--- config.mk ---
export PLATFORM = sky130hd
export DESIGN_NAME = sort_ctrl_2bit
export DESIGN_NICKNAME = d
export VERILOG_FILES = /design/src/rtl/sort_ctrl_2bit.sv
export SDC_FILE = /design/constraint.sdc
export NUM_CORES = 1
export LEC_CHECK = 0
export ABC_CLOCK_PERIOD_IN_PS = 2720
export CAP_MARGIN = 10
export CORE_UTILIZATION = 40
export CTS_CLUSTER_DIAMETER = 50
export DETAILED_ROUTE_END_ITERATION = 7
export GPL_TIMING_DRIVEN = 0
export PLACE_DENSITY = 0.66
export RECOVER_POWER = 50
export SYNTH_ARGS = -nofsm -noshare
export SYNTH_HDL_FRONTEND = slang
export SYNTH_SLANG_ARGS = --single-unit
export TNS_END_PERCENT = 30
--- constraint.sdc ---
create_clock -name clk -period 2.72 [get_ports clk]
set_clock_uncertainty 0.2 [all_clocks]
set_input_delay 0.544 -clock clk [delete_from_list [all_inputs] [get_ports clk]]
set_output_delay 0.544 -clock clk [all_outputs]
set_load 0.1 [all_outputs]
--- src/rtl/sort_ctrl_2bit.sv ---
// sort_ctrl_2bit: bubble-sort sequencer for DEPTH 2-bit values using a shared external comparator.
//   in_valid/in_ready/in_data    : operand load stream (LOAD state)
//   out_valid/out_ready/out_data : sorted drain stream, smallest first (DRAIN state)
//   cmp_a/cmp_b/cmp_y            : shared comparator, cmp_y one-hot 001 eq, 010 lt, 100 gt
//   busy                         : high in SORT; cmp_err sticky on illegal cmp_y during SORT
//   SORT_EARLY_EXIT_EN           : when defined, a pass with no swaps ends the sort early
module sort_ctrl_2bit #(
  parameter int DEPTH = 4
) (
  input  logic       clk,
  input  logic       rst,
  input  logic       in_valid,
  input  logic [1:0] in_data,
  output logic       in_ready,
  output logic       out_valid,
  output logic [1:0] out_data,
  input  logic       out_ready,
  output logic [1:0] cmp_a,
  output logic [1:0] cmp_b,
  input  logic [2:0] cmp_y,
  output logic       busy,
  output logic       cmp_err
);
  localparam int PW = $clog2(DEPTH);
  localparam logic [PW-1:0] LAST = PW'(DEPTH - 1);
  localparam logic [PW-1:0] IEND = PW'(DEPTH - 2);
  localparam logic [PW-1:0] ONE = PW'(1);
  typedef enum logic [1:0] {LOAD, SORT, DRAIN} state_t;
  state_t state, state_n;
  logic [DEPTH-1:0][1:0] mem;
  logic [PW-1:0] load_ptr, drain_ptr, pass, idx, nxt;
  logic in_fire, out_fire, swap, bad, pass_end, sort_done;
`ifdef SORT_EARLY_EXIT_EN
  logic swapped, pass_swap;
  // swap history restarts at idx 0 so each pass is judged on its own compares
  assign pass_swap = (idx == '0 ? 1'b0 : swapped) | swap;
  assign sort_done = pass_end && (pass == IEND || !pass_swap);
  always_ff @(posedge clk)
    swapped <= rst ? 1'b0 : busy ? pass_swap : swapped;
`else
  assign sort_done = pass_end && pass == IEND;
`endif
  always_comb begin
    in_ready  = state == LOAD;
    out_valid = state == DRAIN;
    busy      = state == SORT;
    nxt       = idx + ONE;
    cmp_a     = busy ? mem[idx] : 2'd0;
    cmp_b     = busy ? mem[nxt] : 2'd0;
    out_data  = out_valid ? mem[drain_ptr] : 2'd0;
    in_fire   = in_valid && in_ready;
    out_fire  = out_valid && out_ready;
    swap      = busy && cmp_y == 3'b100;
    bad       = busy && !(cmp_y == 3'b001 || cmp_y == 3'b010 || cmp_y == 3'b100);
    pass_end  = idx == IEND;
    state_n   = (state == LOAD && in_fire && load_ptr == LAST) ? SORT :
                (state == SORT && sort_done) ? DRAIN :
                (state == DRAIN && out_fire && drain_ptr == LAST) ? LOAD : state;
  end
  always_ff @(posedge clk)
    state <= rst ? LOAD : state_n;
  always_ff @(posedge clk) begin
    if (rst) begin
      mem       <= '0;
      load_ptr  <= '0;
      drain_ptr <= '0;
      pass      <= '0;
      idx       <= '0;
      cmp_err   <= 1'b0;
    end else begin
      if (in_fire) begin
        mem[load_ptr] <= in_data;
        load_ptr      <= load_ptr == LAST ? '0 : load_ptr + ONE;
      end
      if (swap) begin
        mem[idx] <= mem[nxt];
        mem[nxt] <= mem[idx];
      end
      if (bad)
        cmp_err <= 1'b1;
      if (busy) begin
        idx  <= pass_end ? '0 : nxt;
        pass <= !pass_end ? pass : sort_done ? '0 : pass + ONE;
      end
      if (out_fire)
        drain_ptr <= drain_ptr == LAST ? '0 : drain_ptr + ONE;
    end
  end
endmodule

# Word-level counts from Yosys, hierarchy flattened
# Index checks and enable logic that the tools add are counted.
# classes
addsub	4
order_cmp	7
n_eq_ne	9
n_mux	28
reduce_logical	21
# ops
cell	n
two-way mux 2 bit	15
bitwise mux 8 bit	3
two-way mux 8 bit	3
logical AND 1 bit	13
binary-select mux 2 bit (select 2 bit)	3
demux 2 bit (select 2 bit)	3
less-than comparator 2 x 3 -> 1 bit, second input constant	4
== test 2 bit, second input constant	5
adder 2 x 1 -> 2 bit, second input constant	4
greater-or-equal comparator 2 x 1 -> 1 bit, second input constant	3
== test 3 x 1 -> 1 bit, second input constant	1
== test 3 x 2 -> 1 bit, second input constant	1
== test 3 bit, second input constant	1
nonzero test 3 bit	1
== test 2 x 1 -> 1 bit, second input constant	1
zero test 2 bit	1
logical OR 1 bit	2
AND reduction 2 bit	1
nonzero test 2 bit	1
OR reduction 2 bit	1
zero test 1 bit	1
two-way mux 1 bit	1
# word_totals
ff_bits	19
inputBits	9
output_inout_bits	10
elab_cells	80

# Longest topological paths before layout
# depth
word_depth	10
mapped_depth	7
mapped_depth_nobuf	6

# Worst setup path before layout
# OpenSTA, ideal clock, no wires.
# synth_path
path_kind	reg-to-output
from	register state[1]
to	output out_data[0]
t_arrival_ns	2.770
t_required_ns	1.976
path_slack_ns	-0.794
stages_incl_launch_ff	3
n_path_buf	0
path_cell_list	dfxtp_1 -> nor2b_1 -> and2_1
# synth_between
elab_chain_len	2
# synth_rtl
element	line_no	text
start, declared	29	state_t state, state_n;
start signal, assigned	61	state <= rst ? LOAD : state_n;
== test 2 bit	45	out_valid = state == DRAIN;
named net out_valid	15	output logic out_valid,
two-way mux 2 bit	50	out_data = out_valid ? mem[drain_ptr] : 2'd0;
end, declared	16	output logic [1:0] out_data,
# The timed path passes the listed nets, and every way through them passes these cells.

# Final worst setup path
# layout_path
from	register drain_ptr[0]
to	output out_data[1]
# layout_between
elab_chain_len	3
# layout_rtl
element	line_no	text
start, declared	31	logic [PW-1:0] load_ptr, drain_ptr, pass, idx, nxt;
start signal, assigned	86	drain_ptr <= drain_ptr == LAST ? '0 : drain_ptr + ONE;
binary-select mux 2 bit (select 2 bit)	50	
two-way mux 2 bit (not written as such)	50	
two-way mux 2 bit	50	
# Every way passes these cells. The select of a mux whose other input is x is not followed.

==> results.ini <==
[flow_run]
max-cap-violations = 0

[cells_and_area]
design.final.nets = 184
nFillCells = 305
postLayoutCoreUtil_pct = 50.77
antenna-diode-count = 0
most-common-layout-cells = sky130_fd_sc_hd__nand2_1 (19), sky130_fd_sc_hd__dfxtp_1 (17), sky130_fd_sc_hd__a21oi_1 (10), sky130_fd_sc_hd__ha_1 (10)
leading_cell_type_in_the_layout_fill_and_taps_excluded = sky130_fd_sc_hd__nand2_1
syn_to_final_growth_pct = 20.21
layout-drive-gt1-share_pct = 15.95

[cts]
worst_setup_hold_path_clk_slew_ns = 0.12
cts_max_path_buffers = 2
clock_tree.htree_level_count = 1
cts_hold_repair.buffers = 0
clock_sink_count = 19
cts_tree = done
cts_inserted_buffers = 3
skew_pair_late_insertion_delay_ns = 0.31
ctsRootBufferMaster = sky130_fd_sc_hd__clkbuf_4

[synth]
synth_area_leader_cell = sky130_fd_sc_hd__dfxtp_1
synthDominantCellAreaShare_pct = 29.26
synth.lib_cells_used.distinct = 37
postSynthCellCount = 141
most_used_dff_post_synth = sky130_fd_sc_hd__dfxtp_1
fraction_of_synthesis_flops_using_an_asynchronous_set_or_reset_pin_pct = 0
ys_top_cells_by_area = sky130_fd_sc_hd__dfxtp_1 (29%), sky130_fd_sc_hd__ha_1 (11%), sky130_fd_sc_hd__mux4_1 (6.1%)
synth.net_count = 161
yosysSeqAreaShare_pct = 29.26
synth.ff_latch_count = 19
synth_enable_flop_cells = 0
post_synthesis_area_per_instance_um2 = 9.220
yosys_warnings = 0
post_synthesis_cell_area_um2 = 1300

[worst_setup_path]
cp.arrival_ns = 2.05
req_time_crit_path_ns = 1.98
crit-reg2reg-launch = idx[0]
path_max_fanout = 5
startpoint = drain_ptr[0]
crit_path_start_kind = register
cp-end-kind = primary output
worstRegToRegCells = 8
critPathKind = register to primary output

[drt]
drt_pre_antenna_iters = 4
detail_route.iter0.violations = 53
post_drt_wl_per_cell_um = 14.51
num_vias = 1150
drt-total-wl_um = 3003
drt_drc_violations_left = 0
drtAntennaViolNets = 0
route.detailed.vias_per_inst = 5.556

[floorplanning]
fp-row-count = 20
floorplan_die_area_um2 = 3482
core-area_um2 = 3078
initial_utilization_pct = 42.24
boundaryPins = 19
die-height_um = 59.01
die_width_um = 59.01

[sta]
timing.setup.tns_ns = -0.1247
timing.final.crit_period_ns = 2.790
worst_pin_slew_ns = 0.9701
rsz0062_at_grt = yes
setup-violations-final = 2
timing.final.ws_setup_ns = -0.07048
timing.final.max_slew_violations = 0
slew-limit-headroom_pct = 35.12
timing.hold.ws_ns = 0.2559
fmax_mhz = 358.4
final-hold-violation-count = 0
final.period_utilization_pct = 102.6

[power]
clock_power_share_pct = 28.5
leakagePower_nw = 0.6283
power.combinational.fraction_pct = 15.6
power.ir.vdd_worst_mv = 0.1831
sw_frac_of_total_pct = 27.91
power_frac_seq_pct = 55.9
power_density_nw_per_um2 = 336.2
p_int_w = 0.0003788
total_power_w = 0.0005255
power.net_switching_w = 0.0001467

[placed_design]
dpl.hpwl_um = 2385
dpl_worst_slack_ns = -0.5639
io_buffer_count = 17
routabilityCongestion = 0.8369

[min_path]
min-delay-path-class = register to register
hold_path_startpoint = cmp_err
worst_hold_path.num_cells = 2

[grt]
grt_usage_pct = 18.83
grt_max_degree = 12
grt_antenna_before_repair = 0
first_pass_grt_wire_length_um = 4912
grt-ovfl-total = 0
number_of_global_route_vias_before_repair = 1130

[outcome]
failed_checks = negative setup slack
outcome = complete, but fails checks

[kinds of logic (layout without fill, tap and decap cells)]
kind of cell               after synthesis  in the layout  share of synthesized area (%)
adders and majority gates               11             11                          10.59
xor gates and xnor gates                 1              1                         0.6738
buffers and inverters                   15             37                          5.004
DFF                                     19             19                          29.26
muxes                                   14             14                          17.52
and+or+nand+nor                         46             46                          18.77
AOI/OAI and AO/OA                       35             35                          18.19
[through the flow]
stage | instances | cell area, um2
floorplan | 141 | 1308
global placement | 202 | 1533
detailed placement | 202 | 1533
CTS | 207 | 1562
global route | 207 | 1563
finish | 207 | 1563
[metal layers]
layer	track usage, %	share of wire, %	vias to the layer above
li1	-	-	564
met1	23.42	43	539
met4	5.102	1.0	0
met2	33.60	50	43
met5	0	0	-
met3	3.057	5.9	4
[cells in the mapped netlist (2+ instances only)]
library cell / number
sky130_fd_sc_hd__dfxtp_1: 19
sky130_fd_sc_hd__nand2_1: 19
sky130_fd_sc_hd__ha_1: 11
sky130_fd_sc_hd__a21oi_1: 10
sky130_fd_sc_hd__inv_1: 9
sky130_fd_sc_hd__nor2_1: 9
sky130_fd_sc_hd__a221oi_1: 8
sky130_fd_sc_hd__mux2i_1: 7
sky130_fd_sc_hd__o21ai_0: 6
sky130_fd_sc_hd__o22ai_1: 5
sky130_fd_sc_hd__and2_1: 4
sky130_fd_sc_hd__clkbuf_1: 3
sky130_fd_sc_hd__mux4_1: 3
sky130_fd_sc_hd__mux4_2: 3
sky130_fd_sc_hd__nand2b_1: 2
sky130_fd_sc_hd__nand4b_1: 2
[registers in the layout, summed over array words and instances (netlist names)]
signal     count
mem            8
drain_ptr      2
idx            2
load_ptr       2
pass           2
state          2
cmp_err        1
[repair_timing]
item / in CTS / in global routing
setup buffers: 1 / 0
gates resized for setup: 30 / 6
setup endpoints to repair: 9 / 5
[worst max-delay path, stage by stage (launching register included)]
cell and delay [ns]:
sky130_fd_sc_hd__dfxtp_1 0.46, sky130_fd_sc_hd__mux4_2 0.53, sky130_fd_sc_hd__and2_1 0.16, sky130_fd_sc_hd__dlygate4sd2_1 0.58
[final cells by class]
type                            instances  area [um2]  area share (%)
Multi-Input combinational cell        107       865.8           55.40
Sequential cell                        19       382.9           24.50
Timing Repair Buffer                   18       166.4           10.65
Tap cell                               44       55.05           3.523
Inverter                               10       37.54           2.402
Buffer                                  5       27.53           1.761
Clock buffer                            3       22.52           1.441
Clock inverter                          1       5.005          0.3203
[worst paths after layout]
check / to / slack, ns
worst max-delay path: out_data[1] / -0.07
worst min-delay path: cmp_err / 0.26
worst max register to register: mem[1] / 0.44
worst min register to register: cmp_err / 0.26
[power by group through the flow]
stage	clock [W]	combinational [W]	sequential, W
after global routing	0.000163	0.0000905	0.000295
after global placement	0	0.0000794	0.000299
after CTS	0.000152	0.0000825	0.000294
after floorplan	0	0.0000539	0.000299
final	0.000150	0.0000818	0.000294
after detailed placement	0	0.0000809	0.000300
Note: power is estimated with default switching activity, not from simulation.
